File: src/rtl/wallace_mul_arbiter_if.sv
// Requester-side request/response bundle for wallace_mul_arbiter.
// The arbiter takes the slave modport; requesters use master.
interface wallace_mul_arbiter_if #(
   parameter int unsigned NREQ = 4,
   parameter int unsigned W    = 6
);
   localparam int unsigned PW = 13;

   logic [NREQ-1:0]    req_valid;
   logic [NREQ-1:0]    req_ready;
   logic [NREQ*W-1:0]  req_a;
   logic [NREQ*W-1:0]  req_b;
   logic [NREQ-1:0]    rsp_valid;
   logic [NREQ-1:0]    rsp_ready;
   logic [NREQ*PW-1:0] rsp_p;

   modport master (
      output req_valid, req_a, req_b, rsp_ready,
      input  req_ready, rsp_valid, rsp_p
   );

   modport slave (
      input  req_valid, req_a, req_b, rsp_ready,
      output req_ready, rsp_valid, rsp_p
   );
endinterface

File: src/rtl/wallace_mul_arbiter.sv
// Round-robin arbiter sharing one registered 6x6 multiplier among NREQ requesters,
// with a latency-matched tag pipeline and per-requester result registers.
module wallace_mul_arbiter #(
   parameter int unsigned NREQ = 4,
   parameter int unsigned W    = 6,
   parameter int unsigned LAT  = 2
) (
   input  logic                clk,
   input  logic                rst_n,
   wallace_mul_arbiter_if.slave bus,
   output logic [W-1:0]        mul_a,
   output logic [W-1:0]        mul_b,
   input  logic [12:0]         mul_p,
   output logic                busy
);
   localparam int unsigned IW = (NREQ > 1) ? $clog2(NREQ) : 1;
   localparam int unsigned PW = 13;

   logic [IW-1:0]          rr_ptr_q, rr_ptr_d;
   logic [LAT-1:0]         tag_vld_q, tag_vld_d;
   logic [LAT-1:0][IW-1:0] tag_idx_q, tag_idx_d;
   logic [NREQ-1:0]        inflight_q, inflight_d;
   logic [NREQ-1:0]        rsp_valid_q, rsp_valid_d;
   logic [NREQ*PW-1:0]     rsp_p_q, rsp_p_d;
   logic                   busy_q, busy_d;

   logic [NREQ-1:0]        elig_c;
   logic                   gnt_vld_c;
   logic [IW-1:0]          gnt_idx_c;
   int unsigned            cand_c;
   logic                   cap_c;
   logic [IW-1:0]          cap_idx_c;

   // Grants are suppressed during reset so req_ready reads 0 while rst_n is low.
   assign elig_c    = bus.req_valid & ~(inflight_q | rsp_valid_q) & {NREQ{rst_n}};
   assign cap_c     = tag_vld_q[LAT-1];
   assign cap_idx_c = tag_idx_q[LAT-1];

   // First eligible requester at or after rr_ptr, with wrap-around.
   always_comb begin
      gnt_vld_c = 1'b0;
      gnt_idx_c = '0;
      cand_c    = 0;
      for (int unsigned off = 0; off < NREQ; off++) begin
         cand_c = (32'(rr_ptr_q) + off) % NREQ;
         if (!gnt_vld_c && elig_c[IW'(cand_c)]) begin
            gnt_vld_c = 1'b1;
            gnt_idx_c = IW'(cand_c);
         end
      end
   end

   assign bus.req_ready = gnt_vld_c ? (NREQ'(1) << gnt_idx_c) : '0;
   assign mul_a         = gnt_vld_c ? bus.req_a[gnt_idx_c*W +: W] : '0;
   assign mul_b         = gnt_vld_c ? bus.req_b[gnt_idx_c*W +: W] : '0;

   always_comb begin
      rr_ptr_d    = rr_ptr_q;
      tag_vld_d   = '0;
      tag_idx_d   = '0;
      inflight_d  = inflight_q;
      rsp_valid_d = rsp_valid_q & ~bus.rsp_ready;
      rsp_p_d     = rsp_p_q;

      tag_vld_d[0] = gnt_vld_c;
      tag_idx_d[0] = gnt_idx_c;
      for (int unsigned s = 1; s < LAT; s++) begin
         tag_vld_d[s] = tag_vld_q[s-1];
         tag_idx_d[s] = tag_idx_q[s-1];
      end

      // A capture never targets a held response: the index was not eligible while pending.
      if (cap_c) begin
         inflight_d[cap_idx_c]          = 1'b0;
         rsp_valid_d[cap_idx_c]         = 1'b1;
         rsp_p_d[cap_idx_c*PW +: PW]    = mul_p;
      end

      if (gnt_vld_c) begin
         inflight_d[gnt_idx_c] = 1'b1;
         rr_ptr_d = (gnt_idx_c == IW'(NREQ - 1)) ? '0 : gnt_idx_c + IW'(1);
      end

      busy_d = (|inflight_d) | (|rsp_valid_d);
   end

   always_ff @(posedge clk or negedge rst_n) begin
      if (!rst_n) begin
         rr_ptr_q    <= '0;
         tag_vld_q   <= '0;
         tag_idx_q   <= '0;
         inflight_q  <= '0;
         rsp_valid_q <= '0;
         rsp_p_q     <= '0;
         busy_q      <= 1'b0;
      end else begin
         rr_ptr_q    <= rr_ptr_d;
         tag_vld_q   <= tag_vld_d;
         tag_idx_q   <= tag_idx_d;
         inflight_q  <= inflight_d;
         rsp_valid_q <= rsp_valid_d;
         rsp_p_q     <= rsp_p_d;
         busy_q      <= busy_d;
      end
   end

   assign bus.rsp_valid = rsp_valid_q;
   assign bus.rsp_p     = rsp_p_q;
   assign busy          = busy_q;
endmodule

File: src/flat_wrapper.sv
// flat-port wrapper written by rule: the top's interface ports become plain ports
module wallace_mul_arbiter_flat 
#(
   parameter int unsigned NREQ = 4,
   parameter int unsigned W    = 6,
   parameter int unsigned LAT  = 2
)
  (clk, rst_n, mul_a, mul_b, mul_p, busy, bus_req_valid, bus_req_a, bus_req_b, bus_rsp_ready, bus_req_ready, bus_rsp_valid, bus_rsp_p);
  wallace_mul_arbiter_if #(.NREQ(NREQ), .W(W)) bus_i ();
  input  logic clk;
  input  logic rst_n;
  output logic [W-1:0] mul_a;
  output logic [W-1:0] mul_b;
  input  logic [12:0] mul_p;
  output logic busy;
  input wire logic [$bits(bus_i.req_valid)-1:0] bus_req_valid;
  input wire logic [$bits(bus_i.req_a)-1:0] bus_req_a;
  input wire logic [$bits(bus_i.req_b)-1:0] bus_req_b;
  input wire logic [$bits(bus_i.rsp_ready)-1:0] bus_rsp_ready;
  output wire logic [$bits(bus_i.req_ready)-1:0] bus_req_ready;
  output wire logic [$bits(bus_i.rsp_valid)-1:0] bus_rsp_valid;
  output wire logic [$bits(bus_i.rsp_p)-1:0] bus_rsp_p;
  assign bus_i.req_valid = bus_req_valid;
  assign bus_i.req_a = bus_req_a;
  assign bus_i.req_b = bus_req_b;
  assign bus_i.rsp_ready = bus_rsp_ready;
  assign bus_req_ready = bus_i.req_ready;
  assign bus_rsp_valid = bus_i.rsp_valid;
  assign bus_rsp_p = bus_i.rsp_p;
  wallace_mul_arbiter #(.NREQ(NREQ), .W(W), .LAT(LAT)) u_core (.clk(clk), .rst_n(rst_n), .bus(bus_i), .mul_a(mul_a), .mul_b(mul_b), .mul_p(mul_p), .busy(busy));
endmodule
File: config.mk
export PLATFORM = sky130hd
export DESIGN_NAME = wallace_mul_arbiter_flat
export DESIGN_NICKNAME = d
export VERILOG_FILES = /design/src/rtl/wallace_mul_arbiter_if.sv /design/src/rtl/wallace_mul_arbiter.sv /design/src/flat_wrapper.sv
export SDC_FILE = /design/constraint.sdc
export NUM_CORES = 1
export LEC_CHECK = 0
export CORE_MARGIN = 2
export CORE_UTILIZATION = 30
export CTS_CLUSTER_SIZE = 16
export DETAILED_ROUTE_END_ITERATION = 8
export GPL_ROUTABILITY_DRIVEN = 1
export PLACE_DENSITY = 0.58
export SYNTH_ARGS = -nofsm -noshare
export SYNTH_HDL_FRONTEND = slang
export SYNTH_SLANG_ARGS = --single-unit
File: constraint.sdc
create_clock -name clk -period 5.9 [get_ports clk]
set_input_delay 0.885 -clock clk [delete_from_list [all_inputs] [get_ports clk]]
set_output_delay 0.885 -clock clk [all_outputs]
set_load 0.02 [all_outputs]
After elaboration in Yosys (flattened, before gate mapping)
Cells that the tools add are included.
W data, S select, Z words.

cells by class
  $add $sub $neg = 5
  multiply operators = 2
  div/mod/pow operators = 0
  magnitude comparators = 8
  equality and inequality tests = 1
  shift operators = 5
  multiplexer cells = 28
  bitwise operators = 11
  reductions and logical operators = 10

operator list
  kind                        number
  $bwmux W52                  1
  $shift A13 B34 Y52 const A  1
  $shiftx A13 B34 Y52         1
  $shiftx A24 B6 Y6           2
  $neg A6 Y34                 1
  $lt A2 B3 Y1 const B        6
  $and A4 B4 Y4               4
  $mux W4                     4
  $mux W6                     2
  $not A4 Y4                  3
  $or A4 B4 Y4                3
  $mux W1                     10
  $mux W2                     5
  $bmux W1 S2                 4
  $reduce_or A4 Y1            2
  $mul A2 B4 Y6 const B       1
  $logic_and A1 B1 Y1         5
  $add A2 B1 Y2 const B       2
  $add A2 B2 Y2 const B       2
  $demux W1 S2                2
  $ge A2 B1 Y1 const B        2
  $mul A2 B2 Y4 const B       1
  $shl A1 B2 Y4 const A       1
  $logic_not A1 Y1            3
  other kinds (2)             2

word-level totals
  flip-flop bits (word level) = 69
  latch bits = 0
  RAM bits = 0
  ROM bits = 0
  input bits = 71
  memories kept = 0

Longest topological paths before layout
Gate-level depths: netlist of run 1.

  depth after elaboration = 24
  depth in mapped cells = 11

Worst setup path after synthesis of run 1
Ideal clock, no wire load.

  kind = input to output
  from = input port rst_n
  to = output port mul_a[0]
  arrival time = 2,197 ps
  slack = 2,818 ps
  cell stages on the path = 7
  path buffers = 2
  path through = and4bb_1 > a22oi_1 > o211ai_2 > buf_6 > buf_12 > mux2i_1 > o22ai_1

between the ends
  word-level cells in the longest chain between the ends = 16
  elaborated cells on any way between the ends = 26
  those cells by class = mul (1); shift (1); mux (17); bitwise (1); reduce/logical (6)

ends and longest elaborated chain
  what                           RTL line                   source
  start, declared                flat_wrapper.sv:11         input logic rst_n;
  $and A4 B4 Y4 (*)              wallace_mul_arbiter.sv:35  assign elig_c = bus.req_valid & ~(inflight_q | rsp_valid_q) & {NREQ{rst_n}};
  $bmux W1 S2                    wallace_mul_arbiter.sv:46  if (!gnt_vld_c && elig_c[IW'(cand_c)]) begin
  $mux W1 (implied by the code)  wallace_mul_arbiter.sv:46
  $mux W1                        wallace_mul_arbiter.sv:46
  $logic_not A1 Y1               wallace_mul_arbiter.sv:46
  $logic_and A1 B1 Y1            wallace_mul_arbiter.sv:46
  $mux W1                        wallace_mul_arbiter.sv:46
  $logic_not A1 Y1               wallace_mul_arbiter.sv:46
  $logic_and A1 B1 Y1            wallace_mul_arbiter.sv:46
  $mux W1                        wallace_mul_arbiter.sv:46
  $logic_not A1 Y1               wallace_mul_arbiter.sv:46
  $logic_and A1 B1 Y1            wallace_mul_arbiter.sv:46
  $mux W2                        wallace_mul_arbiter.sv:46
  $mul A2 B2 Y4                  wallace_mul_arbiter.sv:54  assign mul_a = gnt_vld_c ? bus.req_a[gnt_idx_c*W +: W] : '0;
  $shiftx A24 B6 Y6              wallace_mul_arbiter.sv:54
  $mux W6 (*)                    wallace_mul_arbiter.sv:54
  end, declared                  flat_wrapper.sv:12         output logic [W-1:0] mul_a;

Mark *: on every way between the ends. The rest lies on a longest branch, timed or not. The select of a mux whose other input is x is not followed.

Final worst setup path of run 1
  from = input port rst_n
  to = output port bus_req_ready[2]

between the ends
  word-level cells in the longest chain between the ends = 15
  elaborated cells on any way between the ends = 25
  those cells by class = shift (1); mux (17); bitwise (1); reduce/logical (6)

ends and longest elaborated chain
  what                           RTL line                   source
  $and A4 B4 Y4 (*)              wallace_mul_arbiter.sv:35
  $bmux W1 S2                    wallace_mul_arbiter.sv:46
  $mux W1 (implied by the code)  wallace_mul_arbiter.sv:46
  $mux W1                        wallace_mul_arbiter.sv:46
  $logic_not A1 Y1               wallace_mul_arbiter.sv:46
  $logic_and A1 B1 Y1            wallace_mul_arbiter.sv:46
  $mux W1                        wallace_mul_arbiter.sv:46
  $logic_not A1 Y1               wallace_mul_arbiter.sv:46
  $logic_and A1 B1 Y1            wallace_mul_arbiter.sv:46
  $mux W1                        wallace_mul_arbiter.sv:46
  $logic_not A1 Y1               wallace_mul_arbiter.sv:46
  $logic_and A1 B1 Y1            wallace_mul_arbiter.sv:46
  $mux W2                        wallace_mul_arbiter.sv:46
  $shl A1 B2 Y4                  wallace_mul_arbiter.sv:53  assign bus.req_ready = gnt_vld_c ? (NREQ'(1) << gnt_idx_c) : '0;
  $mux W4 (*)                    wallace_mul_arbiter.sv:53
  end, declared                  flat_wrapper.sv:20         output wire logic [$bits(bus_i.req_ready)-1:0] bus_req_ready;

Marked as above.

==> results of run 1 <==
-- worst reg2reg max path, cell delays in order (launching register included) --
cell,delay [ps]
dfrtp_1,460
and4bb_4,360
a21oi_1,100
o211ai_4,860
inv_2,110
ha_1,250
a22o_1,240
nor3_1,180
nand2_1,70
-- worst paths after layout --
path	start	to	slack, ps	depth (start not counted)
max	rst_n	bus_req_ready[2]	1340	7
max in group asynchronous	rst_n	u_core.bus.rsp_p[45]	4360	2
min	u_core.tag_idx_d[2]	u_core.cap_idx_c[0]	350	0
min reg2reg	u_core.tag_idx_d[2]	u_core.cap_idx_c[0]	350	0
min in group asynchronous	rst_n	u_core.tag_vld_q[1]	510	1
max reg2reg	u_core.bus.rsp_valid[0]	u_core.busy	3170	8
-- per-layer routing --
metal / up-vias / share of wire, % / track usage [%]
li1: 1249 / - / -
met1: 1301 / 46 / 21.8
met2: 123 / 45 / 24.9
met3: 7 / 9.0 / 6.44
met4: 0 / 0.77 / 3.43
met5: - / 0 / 0
-- sequential cells by signal, summed over array words and instances (netlist names) --
| register | cells |
|---|---|
| u_core.bus.rsp_p | 52 |
| u_core.tag_idx_d | 2 |
| u_core.bus.rsp_valid | 4 |
| u_core.tag_vld_q | 2 |
| u_core.cap_idx_c | 2 |
| u_core.inflight_q | 4 |
| u_core.busy | 1 |
| u_core.rr_ptr_q | 2 |
-- where the power goes --
| group | internal [mW] | total (mW) | switching (mW) |
|---|---|---|---|
| registers | 0.649 | 0.780 | 0.131 |
| clock network | 0.240 | 0.424 | 0.184 |
| logic | 0.585 | 1.16 | 0.578 |
| total | 1.47 | 2.37 | 0.893 |
-- cell families after synthesis --
logic type               share of synthesized area [%]
buffers and inverters                             4.33
multiplexers                                      7.56
adder cells (fa/ha/maj)                           4.73
AND/OR/NAND/NOR                                   7.76
AO/OA/AOI/OAI                                     21.3
flip-flops                                        54.4
-- area by class of cell --
cell class              instances  area (um^2)
fillers                       913         5390
flip-flops and latches         69         1730
repair buffers                147         1460
multi-input cells             156         1320
well taps                     136          170
clock buffers                   9          124
clock inverters                 7         98.8
inverters                       9         33.8
diodes                          1         2.50
-- through the flow --
stage | utilization [%] | instance area, um^2 | power, mW | std cells
floorplan | - | 3180 | 1.43 | 248
global placement | 45.6 | 4710 | 1.95 | 517
detailed placement | 45.6 | 4710 | 1.96 | 517
CTS | 47.8 | 4930 | 2.39 | 533
global route | 47.8 | 4930 | 2.52 | 533
finish | 47.8 | 4930 | 2.37 | 534
-- placed cells by master (no fill, tap or decap), drive strengths merged, types with 2 or more instances in the layout --
| cell type | count |
|---|---|
| a21oi | 2 |
| a22o | 57 |
| a22oi | 2 |
| and2 | 4 |
| and4bb | 3 |
| buf | 5 |
| bufinv | 2 |
| clkbuf | 9 |
| clkdlybuf4s50 | 142 |
| clkinv | 3 |
| dfrtp | 69 |
| ha | 12 |
| inv | 10 |
| mux2i | 24 |
| nand2 | 11 |
| nand4bb | 4 |
| nor2 | 3 |
| nor3 | 3 |
| nor4b | 2 |
| o211ai | 3 |
| o21ai | 7 |
| o22ai | 13 |
==> flow_metrics.env, run 1 <==
export IMPL_post_cts_buffers=0
export IMPL_syn_avg_cell_area_um2=12.8
export IMPL_first_pass_iters=4
export IMPL_synth_top_area_share_pct=54.4
export IMPL_critical_path_max_stage_delay_ps=860
export IMPL_dieWidth_um=107
export IMPL_ys_types=33
export IMPL_setup_ws_ps=1340
export IMPL_setup_viol=0
export IMPL_mappedNetlistNets=331
export IMPL_clockBufferDepth=2
export IMPL_cts_resized=0
export IMPL_cts_buffers=9
export IMPL_postRouteAntennaNets=0
export IMPL_final_net_count=475
export IMPL_fin_crit_ps=4560
export IMPL_core_um2=10300
export IMPL_max_freq_mhz=219
export IMPL_synth_cells=248
export IMPL_setup_tns_ps=0
export IMPL_io_buffers=143
export IMPL_crit_path_end_kind="primary output"
export IMPL_dpl_worst_slack_ps=1290
export IMPL_cts_tree="built"
export IMPL_synth_common_cells="dfrtp_1 (69), a22o_1 (57), mux2i_1 (24)"
export IMPL_p_per_area_nw_per_um2=480
export IMPL_synthArstFlopShare_pct=100
export IMPL_yosys_warnings=0
export IMPL_ys_seq_area_share_pct=54.4
export IMPL_crit_fanout=27
export IMPL_fin_crit_sh_pct=77.3
export IMPL_cts_htree_levels=3
export IMPL_clkSinkCount=69
export IMPL_fin_skew_ps=14.3
export IMPL_synth_area_top_cells="dfrtp_1 (54%), a22o_1 (16%), mux2i_1 (7.6%), ha_1 (4.7%), o22ai_1 (2.6%)"
export IMPL_initial_utilization_pct=30.8
export IMPL_drive_gt1_share_pct=7.56
export IMPL_gp_congestion=0.714
export IMPL_grt_pass1_vias=2689
export IMPL_grt_util_all_layers_pct=16.2
export IMPL_cp_cell_sequence="buf_2 > and4bb_4 > a21oi_1 > o211ai_4 > ha_1 > and2_1 > clkdlybuf4s50_1"
export IMPL_critPathKind="primary input to primary output"
export IMPL_path_buf_inv=2
export IMPL_grt_start_max_net_pins=52
export IMPL_grt_ovfl_total=0
export IMPL_hold_ws_ps=348
export IMPL_hold_buffers=0
export IMPL_drc=0
export IMPL_worstMarginPinSlew_ps=1100
export IMPL_io_pins=144
export IMPL_synth_enable_flop_cells=0
export IMPL_drt_total_wl_um=9100
export IMPL_rsz0062_at_grt="no"
export IMPL_hold_viol=0
export IMPL_die_y_um=107
export IMPL_clk_insertion_delay_late_ps=340
export IMPL_die_area_um2=11400
export IMPL_area_growth_pct=55.3
export IMPL_cap_violations=0
export IMPL_max_vdd_ir_drop_mv=0.192
export IMPL_vias=2680
export IMPL_synth_main_ff_cell="dfrtp_1"
export IMPL_antenna_found_initial=1
export IMPL_crit_family="buffers and inverters"
export IMPL_cpMaxStageDelayCell="o211ai_4"
export IMPL_startpoint_type="primary input"
export IMPL_required_ps=5020
export IMPL_rows=37
export IMPL_yosysMostFrequentCell="dfrtp_1"
export IMPL_final_max_slew_viol_count=0
export IMPL_root_buffer="clkbuf_8"
export IMPL_grt_pass1_wl_um=14400
export IMPL_wl_per_cell_um=17.0
export IMPL_post_dp_hpwl_um=6800
export IMPL_status="finished, final reports clean"
export IMPL_p_leak_nw=2.22
export IMPL_synth_largest_area_cell="dfrtp_1"
export IMPL_hold_path_class="register to register"
export IMPL_arrival_ps=3680
export IMPL_netlist_area_um2=3180
export IMPL_synth_seq_cells=69
export IMPL_post_drt_via_cell_ratio=5.02
export IMPL_drtIter0Drc=109
export IMPL_cts_clk_slew_worst_paths_ps=70
export IMPL_slew_headroom_pct=26.0
(Power assumes the default switching activity.)
==> inputs of run 2 (changes only) <==
==> constraint.sdc (replaced) <==
create_clock -name clk -period 4.55 [get_ports clk]
set_input_delay 0.6825 -clock clk [delete_from_list [all_inputs] [get_ports clk]]
set_output_delay 0.6825 -clock clk [all_outputs]
set_load 0.02 [all_outputs]
==> flow_metrics.env, run 2 (synthesized netlist as in run 1, its figures left out) <==
export IMPL_dpl_worst_slack_ps=751
export IMPL_cpMaxStageDelayCell="clkdlybuf4s50_1"
export IMPL_critPathKind="primary input to primary output"
export IMPL_clk_insertion_delay_late_ps=340
export IMPL_clkSinkCount=69
export IMPL_wl_per_cell_um=17.1
export IMPL_hold_path_class="primary input to async pin"
export IMPL_vias=2677
export IMPL_post_dp_hpwl_um=6720
export IMPL_setup_viol=0
export IMPL_stdcell_count=534
export IMPL_pwr_share_seq_pct=33.5
export IMPL_grt_util_all_layers_pct=16.4
export IMPL_diodes=0
export IMPL_slew_headroom_pct=28.8
export IMPL_core_um2=10300
export IMPL_p_leak_nw=2.22
export IMPL_grt_ovfl_total=0
export IMPL_cap_violations=0
export IMPL_setup_tns_ps=0
export IMPL_crit_path_end_kind="primary output"
export IMPL_rsz0062_at_grt="no"
export IMPL_timing_rr_start="u_core.cap_idx_c[0]"
export IMPL_drtIter0Drc=109
export IMPL_initial_utilization_pct=30.8
export IMPL_cts_clk_slew_worst_paths_ps=70
export IMPL_cts_tree="built"
export IMPL_die_area_um2=11400
export IMPL_final_common_cell="clkdlybuf4s50_1"
export IMPL_hold_ws_ps=310
export IMPL_worstMarginPinSlew_ps=1060
export IMPL_area_growth_pct=54.7
export IMPL_worst_path_stages=9
export IMPL_root_buffer="clkbuf_8"
export IMPL_crit_family="buffers and inverters"
export IMPL_fin_crit_sh_pct=83.2
export IMPL_p_per_area_nw_per_um2=614
export IMPL_grt_start_max_net_pins=54
export IMPL_io_buffers=143
export IMPL_die_y_um=107
export IMPL_gp_congestion=0.706
export IMPL_cts_buffers=9
export IMPL_startpoint_type="primary input"
export IMPL_first_pass_iters=4
export IMPL_crit_fanout=27
export IMPL_setup_ws_ps=767
export IMPL_clockPowerShare_pct=16.5
export IMPL_rows=37
export IMPL_antenna_found_initial=0
export IMPL_swShare_pct=38.1
export IMPL_reg2reg_slack_ps=1980
export IMPL_post_drt_via_cell_ratio=5.01
export IMPL_largest_reg_flops=52
export IMPL_drive_gt1_share_pct=7.79
export IMPL_max_vdd_ir_drop_mv=0.229
export IMPL_fin_skew_ps=11.7
export IMPL_regToRegEndpoint="u_core.bus.rsp_p[8]"
export IMPL_hold_buffers=0
export IMPL_critical_path_max_stage_delay_ps=540
export IMPL_crit_top_cell="clkdlybuf4s50_1"
export IMPL_arrival_ps=3100
export IMPL_ff2ff_path_depth=6
export IMPL_placed_cells=518
export IMPL_combPwrFrac_pct=50.0
export IMPL_drt_total_wl_um=9120
export IMPL_grt_pass1_wl_um=14700
export IMPL_placed_area_um2=4720
export IMPL_intPower_mw=1.87
export IMPL_status="finished, final reports clean"
export IMPL_p_switching_mw=1.15
export IMPL_dieWidth_um=107
export IMPL_clockBufferDepth=2
export IMPL_final_max_slew_viol_count=0
export IMPL_cts_htree_levels=3
export IMPL_grt_pass1_vias=2742
export IMPL_layout_common_cells="clkdlybuf4s50_1 (142), dfrtp_1 (69), a22o_1 (57)"
export IMPL_drc=0
export IMPL_postRouteAntennaNets=0
export IMPL_required_ps=3870
export IMPL_stdcell_area_um2=4910
export IMPL_post_cts_buffers=0
export IMPL_cp_cell_sequence="clkdlybuf4s50_1 > and4bb_4 > a21oi_1 > o211ai_4 > buf_4 > inv_2 > ha_1 > and2_1 > clkdlybuf4s50_1"
export IMPL_final_net_count=476
export IMPL_fin_crit_ps=3780
export IMPL_max_freq_mhz=264
export IMPL_hold_viol=0
export IMPL_path_buf_inv=4
export IMPL_cts_resized=0
export IMPL_io_pins=144
-- run 2: how the worst max path moves through the flow --
stage | slack (ps) | start | endpoint
after floorplan | 1870 | rst_n | mul_a[0]
after global placement | 780 | bus_req_valid[0] | bus_req_ready[1]
after detailed placement | 750 | rst_n | mul_a[3]
after CTS | 740 | rst_n | mul_a[3]
after global routing | 560 | rst_n | mul_a[3]
final | 770 | bus_req_valid[0] | bus_req_ready[1]
-- run 2: layout make-up --
| cell class | count | area [um^2] |
|---|---|---|
| well taps | 136 | 170 |
| multi-input cells | 156 | 1320 |
| repair buffers | 148 | 1460 |
| clock buffers | 10 | 138 |
| fillers | 928 | 5410 |
| clock inverters | 6 | 61.3 |
| inverters | 9 | 33.8 |
| flip-flops and latches | 69 | 1730 |
-- run 2: routing by layer --
layer / vias to the layer above / part of all wire (%) / track usage [%]
li1: 1241 / - / -
met3: 7 / 8.1 / 6.20
met4: 0 / 0.82 / 4.17
met1: 1302 / 47 / 22.5
met5: - / 0 / 0
met2: 127 / 44 / 24.6
-- run 2: power groups by stage --
stage,clock network [mW],logic (mW),registers [mW]
final,0.497,1.51,1.01
after global routing,0.549,1.62,1.04
after CTS,0.508,1.53,1.01
after detailed placement,0,1.52,1.02
after global placement,0,1.51,1.02
after floorplan,0,0.664,1.20
-- run 2: through the flow --
stage                     power [mW]  utilization (%)
after CTS                       3.05             47.6
after detailed placement        2.54             45.7
after global routing            3.21             47.6
after floorplan                 1.86                -
after global placement          2.53             45.7
final                           3.02             47.6
==> inputs of run 3 (changes only) <==
==> constraint.sdc (replaced) <==
create_clock -name clk -period 3.7 [get_ports clk]
set_input_delay 0.555 -clock clk [delete_from_list [all_inputs] [get_ports clk]]
set_output_delay 0.555 -clock clk [all_outputs]
set_load 0.02 [all_outputs]
==> flow_metrics.env, run 3 (synthesized netlist as in run 1, its figures left out) <==
export IMPL_grt_start_max_net_pins=56
export IMPL_dieWidth_um=107
export IMPL_fin_crit_ps=3410
export IMPL_diodes=0
export IMPL_startpoint_type="primary input"
export IMPL_setup_viol=0
export IMPL_postRouteAntennaNets=0
export IMPL_final_max_slew_viol_count=0
export IMPL_slew_headroom_pct=26.5
export IMPL_largest_reg_flops=52
export IMPL_cts_buffers=9
export IMPL_grt_ovfl_total=0
export IMPL_die_area_um2=11400
export IMPL_setup_tns_ps=0
export IMPL_wl_per_cell_um=17.4
export IMPL_dpl_worst_slack_ps=308
export IMPL_root_buffer="clkbuf_8"
export IMPL_worstMarginPinSlew_ps=1090
export IMPL_initial_utilization_pct=30.8
export IMPL_layout_common_cells="clkdlybuf4s50_1 (142), dfrtp_1 (69), a22o_1 (57)"
export IMPL_critPathKind="primary input to primary output"
export IMPL_gp_congestion=0.755
export IMPL_finalPower_mw=3.75
export IMPL_fin_skew_ps=14.4
export IMPL_arrival_ps=2850
export IMPL_grt_util_all_layers_pct=16.9
export IMPL_grtUsageMet2_pct=26.3
export IMPL_max_vdd_ir_drop_mv=0.291
export IMPL_clk_insertion_delay_late_ps=360
export IMPL_drc=0
export IMPL_cts_tree="built"
export IMPL_crit_fanout=27
export IMPL_hold_viol=0
export IMPL_use_met1_pct=21.3
export IMPL_required_ps=3140
export IMPL_clockBufferDepth=2
export IMPL_grt_pass1_vias=2839
export IMPL_drtIter0Drc=76
export IMPL_rows=37
export IMPL_max_freq_mhz=294
export IMPL_final_net_count=477
export IMPL_first_pass_iters=4
export IMPL_drive_gt1_share_pct=8.02
export IMPL_cts_resized=0
export IMPL_gr_max_usage_layer="met2"
export IMPL_setup_ws_ps=294
export IMPL_area_growth_pct=55.6
export IMPL_io_buffers=143
export IMPL_post_dp_hpwl_um=6960
export IMPL_p_per_area_nw_per_um2=759
export IMPL_hold_buffers=0
export IMPL_post_cts_buffers=0
export IMPL_cts_clk_slew_worst_paths_ps=80
export IMPL_antenna_found_initial=0
export IMPL_grt_pass1_wl_um=14800
export IMPL_ff2ff_path_depth=6
export IMPL_drt_total_wl_um=9330
export IMPL_io_pins=144
export IMPL_rsz0062_at_grt="no"
export IMPL_crit_path_end_kind="primary output"
export IMPL_die_y_um=107
export IMPL_hold_path_class="primary input to async pin"
export IMPL_p_leak_nw=2.22
export IMPL_clkSinkCount=69
export IMPL_vias=2703
export IMPL_cts_htree_levels=3
export IMPL_fin_crit_sh_pct=92.0
export IMPL_final_common_cell="clkdlybuf4s50_1"
export IMPL_core_um2=10300
export IMPL_status="finished, final reports clean"
export IMPL_post_drt_via_cell_ratio=5.05
export IMPL_gr_usage_met3_pct=5.53
export IMPL_cap_violations=0
[run 3: cell count changes in the layout (fill, tap and decap cells not counted), sizes merged]
| cell | delta |
|---|---|
| clkbuf | -1 |
| clkinvlp | +1 |
| clkinv | -2 |
| buf | +1 |
| inv | +2 |
[run 3: per-layer routing]
| layer | part of all wire [%] | up-vias |
|---|---|---|
| li1 | - | 1252 |
| met1 | 44 | 1305 |
| met2 | 46 | 132 |
| met3 | 8.9 | 14 |
| met4 | 1.8 | 0 |
| met5 | 0 | - |
[run 3: area by class of cell]
cell class	count	area [um^2]
clock inverter	7	82.6
tap	136	170
inverter	9	33.8
fill	945	5380
clock buffer	9	124
multi-input combinational	156	1320
sequential	69	1730
timing repair buffer	149	1480
[run 3: worst max-delay path, stage by stage]
cell,delay (ps)
clkdlybuf4s50_1,420
and4bb_1,230
a22oi_1,320
o211ai_4,130
buf_12,200
inv_2,80
ha_1,170
and2_1,130
clkdlybuf4s50_1,610
[run 3: final timing paths]
check | from | endpoint | slack [ps]
setup / recovery | bus_req_valid[2] | bus_req_ready[3] | 290
hold / removal | rst_n | u_core.busy | 110
setup reg to reg | u_core.cap_idx_c[0] | u_core.bus.rsp_p[8] | 1220
hold reg to reg | u_core.tag_vld_q[0] | u_core.tag_vld_q[1] | 360
max in group asynchronous | rst_n | u_core.bus.rsp_p[45] | 2590
min in group clk | u_core.tag_vld_q[0] | u_core.tag_vld_q[1] | 360
[run 3: through the flow]
stage	std cells	instance area [um^2]	hold WS, ps	utilization [%]
floorplan	248	3180	259	-
global placement	519	4740	333	45.9
detailed placement	519	4740	345	45.9
CTS	535	4940	102	47.9
global route	535	4940	106	47.9
finish	535	4940	115	47.9
[run 3: report_power, final]
part           switching, mW  internal (mW)  total [mW]
combinational          0.926          0.944        1.87
clock                  0.313          0.321       0.634
sequential             0.213           1.03        1.25
total                   1.45           2.30        3.75
